`src/rtl/apb_cmd_master.sv`:
```
// APB4 requester: single commands in on valid/ready, one SETUP/ACCESS transfer out, response back on valid/ready.
// Optional ACCESS timeout is compiled in with `define APB_CMD_MASTER_TIMEOUT_EN.
module apb_cmd_master #(
  parameter int AW      = 32,
  parameter int DW      = 32,
  parameter int SEL_BIT = 12,
  parameter int TIMEOUT = 64
) (
  input  logic            PCLK,
  input  logic            PRESETn,
  // Handshake rule on both channels: a beat transfers on the rising PCLK edge where valid and
  // ready are both high; rsp_valid with its payload is held stable until rsp_ready is seen.
  input  logic            cmd_valid,
  output logic            cmd_ready,
  input  logic            cmd_write,
  input  logic [AW-1:0]   cmd_addr,
  input  logic [DW-1:0]   cmd_wdata,
  input  logic [DW/8-1:0] cmd_strb,
  output logic            rsp_valid,
  input  logic            rsp_ready,
  output logic [DW-1:0]   rsp_rdata,
  output logic            rsp_err,
  output logic [AW-1:0]   PADDR,
  output logic [1:0]      PSEL,
  output logic            PENABLE,
  output logic            PWRITE,
  output logic [DW-1:0]   PWDATA,
  output logic [DW/8-1:0] PSTRB,
  output logic [2:0]      PPROT,
  input  logic            PREADY,
  input  logic [DW-1:0]   PRDATA,
  input  logic            PSLVERR,
  output logic [1:0]      dbg_state_o
);

  typedef enum logic [1:0] {
    ST_IDLE   = 2'd0,
    ST_SETUP  = 2'd1,
    ST_ACCESS = 2'd2,
    ST_RESP   = 2'd3
  } state_e;

  state_e state_q, state_d;

  logic [AW-1:0]   paddr_q,  paddr_d;
  logic            pwrite_q, pwrite_d;
  logic [DW-1:0]   pwdata_q, pwdata_d;
  logic [DW/8-1:0] pstrb_q,  pstrb_d;
  logic            sel_q,    sel_d;
  logic [DW-1:0]   rdata_q,  rdata_d;
  logic            err_q,    err_d;

  logic accept;
  logic dec_err;
  logic acc_tmo;

  assign accept  = cmd_valid && (state_q == ST_IDLE);
  // Any address bit above the slave-select bit set means no slave owns the address.
  assign dec_err = |(cmd_addr >> (SEL_BIT + 1));

`ifdef APB_CMD_MASTER_TIMEOUT_EN
  localparam int CW = $clog2(TIMEOUT + 1);
  logic [CW-1:0] tmo_cnt_q, tmo_cnt_d;

  // Fires on the TIMEOUT-th consecutive ACCESS cycle without PREADY; PREADY on that cycle still wins.
  assign acc_tmo = (state_q == ST_ACCESS) && !PREADY && (tmo_cnt_q == CW'(TIMEOUT - 1));

  always_comb begin
    tmo_cnt_d = tmo_cnt_q;
    if (state_q == ST_SETUP) begin
      tmo_cnt_d = '0;
    end else if (state_q == ST_ACCESS && !PREADY) begin
      tmo_cnt_d = tmo_cnt_q + 1'b1;
    end
  end

  always_ff @(posedge PCLK) begin
    if (!PRESETn) begin
      tmo_cnt_q <= '0;
    end else begin
      tmo_cnt_q <= tmo_cnt_d;
    end
  end
`else
  assign acc_tmo = 1'b0;
`endif

  // State register.
  always_ff @(posedge PCLK) begin
    if (!PRESETn) begin
      state_q <= ST_IDLE;
    end else begin
      state_q <= state_d;
    end
  end

  // Next-state logic.
  always_comb begin
    state_d = state_q;
    case (state_q)
      ST_IDLE: begin
        if (cmd_valid) begin
          state_d = dec_err ? ST_RESP : ST_SETUP;
        end
      end
      ST_SETUP:  state_d = ST_ACCESS;
      ST_ACCESS: begin
        if (PREADY || acc_tmo) begin
          state_d = ST_RESP;
        end
      end
      ST_RESP: begin
        if (rsp_ready) begin
          state_d = ST_IDLE;
        end
      end
      default:   state_d = ST_IDLE;
    endcase
  end

  // State-decoded outputs.
  always_comb begin
    cmd_ready = 1'b0;
    rsp_valid = 1'b0;
    PSEL      = 2'b00;
    PENABLE   = 1'b0;
    case (state_q)
      ST_IDLE:   cmd_ready = 1'b1;
      ST_SETUP:  PSEL = sel_q ? 2'b10 : 2'b01;
      ST_ACCESS: begin
        PSEL    = sel_q ? 2'b10 : 2'b01;
        PENABLE = 1'b1;
      end
      ST_RESP:   rsp_valid = 1'b1;
      default:   cmd_ready = 1'b0;
    endcase
  end

  // APB request fields only change on a decodable accept, so they hold outside a transfer.
  always_comb begin
    paddr_d  = paddr_q;
    pwrite_d = pwrite_q;
    pwdata_d = pwdata_q;
    pstrb_d  = pstrb_q;
    sel_d    = sel_q;
    rdata_d  = rdata_q;
    err_d    = err_q;
    if (accept) begin
      if (dec_err) begin
        rdata_d = '0;
        err_d   = 1'b1;
      end else begin
        paddr_d  = cmd_addr;
        pwrite_d = cmd_write;
        pwdata_d = cmd_wdata;
        pstrb_d  = cmd_write ? cmd_strb : '0;
        sel_d    = cmd_addr[SEL_BIT];
      end
    end
    if (state_q == ST_ACCESS) begin
      if (PREADY) begin
        err_d   = PSLVERR;
        rdata_d = (pwrite_q || PSLVERR) ? '0 : PRDATA;
      end else if (acc_tmo) begin
        err_d   = 1'b1;
        rdata_d = '0;
      end
    end
  end

  always_ff @(posedge PCLK) begin
    if (!PRESETn) begin
      paddr_q  <= '0;
      pwrite_q <= 1'b0;
      pwdata_q <= '0;
      pstrb_q  <= '0;
      sel_q    <= 1'b0;
      rdata_q  <= '0;
      err_q    <= 1'b0;
    end else begin
      paddr_q  <= paddr_d;
      pwrite_q <= pwrite_d;
      pwdata_q <= pwdata_d;
      pstrb_q  <= pstrb_d;
      sel_q    <= sel_d;
      rdata_q  <= rdata_d;
      err_q    <= err_d;
    end
  end

  assign PADDR       = paddr_q;
  assign PWRITE      = pwrite_q;
  assign PWDATA      = pwdata_q;
  assign PSTRB       = pstrb_q;
  assign PPROT       = 3'b000;
  assign rsp_rdata   = rdata_q;
  assign rsp_err     = err_q;
  assign dbg_state_o = state_q;

endmodule

```
`config.mk`:
```
export PLATFORM = sky130hd
export DESIGN_NAME = apb_cmd_master
export DESIGN_NICKNAME = d
export VERILOG_FILES = /design/src/rtl/apb_cmd_master.sv
export SDC_FILE = /design/constraint.sdc
export NUM_CORES = 1
export LEC_CHECK = 0
export ABC_CLOCK_PERIOD_IN_PS = 3250
export CAP_MARGIN = 20
export CORE_MARGIN = 1.5
export CORE_UTILIZATION = 43
export DETAILED_ROUTE_END_ITERATION = 16
export PLACE_DENSITY = 0.86
export SYNTH_ARGS = -nofsm -noshare
export SYNTH_HDL_FRONTEND = slang
export SYNTH_SLANG_ARGS = --single-unit
```
`constraint.sdc`:
```
create_clock -name PCLK -period 3.25 [get_ports PCLK]
set_input_delay 0.65 -clock PCLK [delete_from_list [all_inputs] [get_ports PCLK]]
set_output_delay 0.65 -clock PCLK [all_outputs]
set_load 0.02 [all_outputs]
```
==> metrics.md <==
| Metric | Value |
|---|---|
| Status | finished clean |
| Synth area leaders | dfxtp_1 49%, mux2i_1 12%, nand2_1 8.5% |
| Worst relative slew slack | a little under three fifths |
| RSZ-0062 raised after global routing | no |
| P_sw | roughly 0.89 mW |
| WHS Path Cells | 2 |
| MaxCap Viol Count | 0 |
| Fill cell count | roughly 760 |
| Post-synth top area share | 48.5% |
| Postcts setup bufs | 0 |
| R2R Path End | rsp_rdata[16]$_SDFF_PN0_ |
| Max Transition Viols Final | 0 |
| Mapped Cells | 483 |
| Vias after detailed routing | 4,229 |
| Clock network power share | 26.8% |
| Layout cells sized above 1 | between 4 and 5% |
| H-tree depth | 3 |
| Area of the multi-input gates | 2020 um^2 |
| Clk buf depth | 2 |
| Syn Area/Cell | between 8 and 9 um^2 |
| Die Ht | approximately 100 um |
| Worst min-delay path startpoint | PWDATA[3]$_SDFFE_PN0P_ |
| Crit path required time | 2.60 ns |
| Least-Margin Pin Slew | approximately 0.64 ns |
| Tcrit/Tclk final | 81.4% |
| Fin cells | ~810 |
| Final core occ | 69.1% |
| Die width | approximately 100 um |
| Storage cell area | 2080 um^2 |
| Ant. Diodes | 0 |
| Per-cell routed wire length | about 16 um |
| Switching share of power | 31.1% |
| Post-Syn Area | 4290 um^2 |
| DRC Markers | 0 |
| Highest routed layer | met4 |
| Worst flop-to-flop path startpoint | dbg_state_o[0]$_SDFFE_PN0P_ |
| DRT Pass-1 Iters | 5 |
| Clock transition at path regs | 0.10 ns |
| Minimum clock period | about 2.6 ns |
| Hold endpoint | PWDATA[3]$_SDFFE_PN0P_ |
| I/O Pins | about 220 |
| Pwr/cell area | 425 nW/um^2 |
| Nature of the critical path endpoint | primary output |
| Total Wirelength | approximately 13,000 um |
| Setup TNS | 0 ns |
| Die area | roughly 11,000 um^2 |
| HPWL Detailed | 9190 um |
| Ys Warns | 0 |
| Final net count | 787 |
| Synth Register Bits | 104 |
| Largest net degree at the start of global routing | 67 |
| Final hold vios | 0 |
| CTS Sinks | 104 |
| DRT met1 WL | around 5000 um |
| Metal3 WL | 1430 um |
| Internal power | between 1.5 and 2 mW |
| FMAX | 378 MHz |
| Area Overhead vs Synth | 56.6% |
| Starting Density | between 40% and 50% |
| Core ar. | slightly below 10,000 um^2 |
| CP Class | flip-flop to primary output |
| Clk Latency, worst-skew pair | around 0.35 ns |
| Number of synthesized flops with an enable pin | 0 |
| Ys async rst share | 0% |
| First-pass GRT wire length | 19,200 um |
| CTS tree | done |
| Initial antenna violation count | 0 |
| Row count | 36 |
| Routed length on met2 | 6120 um |
| Comb pwr share | 25.8% |
| Hold-fix buffers at CTS | 0 |
| ANT nets after route | 0 |
| Number of global-route vias before repair | approximately 4k |
| Initial drt markers | 163 |
| Post-cts resize count | 0 |
| FF-to-FF path depth | 6 |
| GP Congestion | slightly below 0.8 |
| Yosys top cell by area | dfxtp_1 |
| Number of port buffers | 215 |
| Sequential Power Share | 47.4% |
| Hold Crit Class | flip-flop to flip-flop |
| Vias per inst | 5.20 |
| Post-Place Cells | 798 |
| Total grt overflow | 0 |
| CP Max Fanout | 4 |
| Critical path data arrival time | 2.00 ns |
| CP Launch Type | flip-flop |
| Overall Global Routing Usage | 23.1% |
| Flop-to-flop setup slack | between 1 and 1.5 ns |
| Final setup viols | 0 |
| Total leakage power | approximately 2.9 nW |
| CTS root buffer | clkbuf_8 |
| Post-synthesis sequential area ratio | 48.5% |
| Post-synthesis cell type count | 28 |
| Post-synth top flop | dfxtp_1 |
| Cts bufs inserted | 9 |
| VDD IR max | 0.268 mV |
| Worst Clk Skew | 0.0121 ns |
-- power groups by stage --
stage,Sequential [mW],Combinational (mW),Clock (mW)
finish,1.35,0.739,0.766
floorplan,1.42,0.323,0
detailed placement,1.38,0.738,0
CTS,1.35,0.739,0.784
global placement,1.38,0.718,0
global route,1.36,0.792,0.834
-- how the worst max path moves through the flow --
stage	start	to	slack, ns	cells after the start
final	dbg_state_o[0]$_SDFFE_PN0P_	PSEL[1]	0.60	4
after global routing	dbg_state_o[0]$_SDFFE_PN0P_	PSEL[1]	0.49	4
after CTS	dbg_state_o[0]$_SDFFE_PN0P_	PSEL[1]	0.56	4
after detailed placement	cmd_addr[21]	PWDATA[14]$_SDFFE_PN0P_	0.47	6
after global placement	cmd_addr[21]	PWDATA[14]$_SDFFE_PN0P_	0.53	6
after floorplan	cmd_addr[21]	PADDR[0]$_SDFFE_PN0P_	1.0	6
-- metrics by stage --
stage          total power [mW]  instance area (um^2)  hold WS [ns]  setup WS [ns]
4_1_cts                    2.88                  6720         0.466          0.559
2_1_floorplan              1.75                  4300         0.460          0.996
6_report                   2.86                  6720         0.462          0.604
5_1_grt                    2.99                  6720         0.492          0.493
3_3_place_gp               2.10                  6540         0.444          0.533
3_5_place_dp               2.12                  6540         0.452          0.474
-- final cells by class --
type	instances	share of cell area, %
clock buffers	10	2.05
clock inverters	6	0.707
inverters	7	0.391
multi-input cells	329	30.1
flip-flops and latches	104	31.0
well taps	133	2.48
repair buffers	225	33.3
-- critical path, cell delays in order (launching register included) --
cell,delay [ns]
dfxtp_1,0.42
inv_1,0.11
ha_1,0.35
and2_1,0.14
clkdlybuf4s50_1,0.64
-- Yosys cell counts (2+ instances only) --
cell type	n
clkbuf_1	36
mux2i_1	50
nand3_1	36
or4_1	3
and2_1	2
inv_1	6
nand2_1	97
and3_1	53
dfxtp_1	104
ha_1	4
nor2_1	4
buf_2	4
a22oi_1	33
a21oi_1	33
buf_4	5
-- registers in the layout, indices dropped and copies added, names as in the netlist --
register / flops
PSTRB: 4
PADDR: 32
dbg_state_o: 2
PWDATA: 32
PWRITE: 1
rsp_rdata: 32
rsp_err: 1
-- placed cells by master, fill, tap and decap left out, types with 2 or more instances in the layout --
cell type        instances
clkdlybuf4s50_1        214
dfxtp_1                104
nand2_1                 97
and3_1                  53
mux2i_1                 50
nand3_1                 36
a21oi_1                 33
a22oi_1                 32
clkbuf_8                10
buf_4                   10
inv_1                    6
ha_1                     4
inv_6                    4
or4_1                    3
nor2_1                   3
conb_1                   3
and2_1                   2
-- metal layers --
metal | up-vias | GRT usage (%)
met3 | 19 | 8.20
met4 | 0 | 7.48
li1 | 2055 | -
met2 | 210 | 39.4
met1 | 1945 | 27.0
met5 | - | 0
-- cell families after synthesis --
| logic type | share of synthesized area (%) |
|---|---|
| fa+ha+maj | 1.17 |
| buf+inv | 5.10 |
| compound gates | 10.6 |
| mux | 11.7 |
| other cells | 0.0874 |
| flops | 48.5 |
| simple gates | 22.9 |
(Power assumes the default switching activity.)
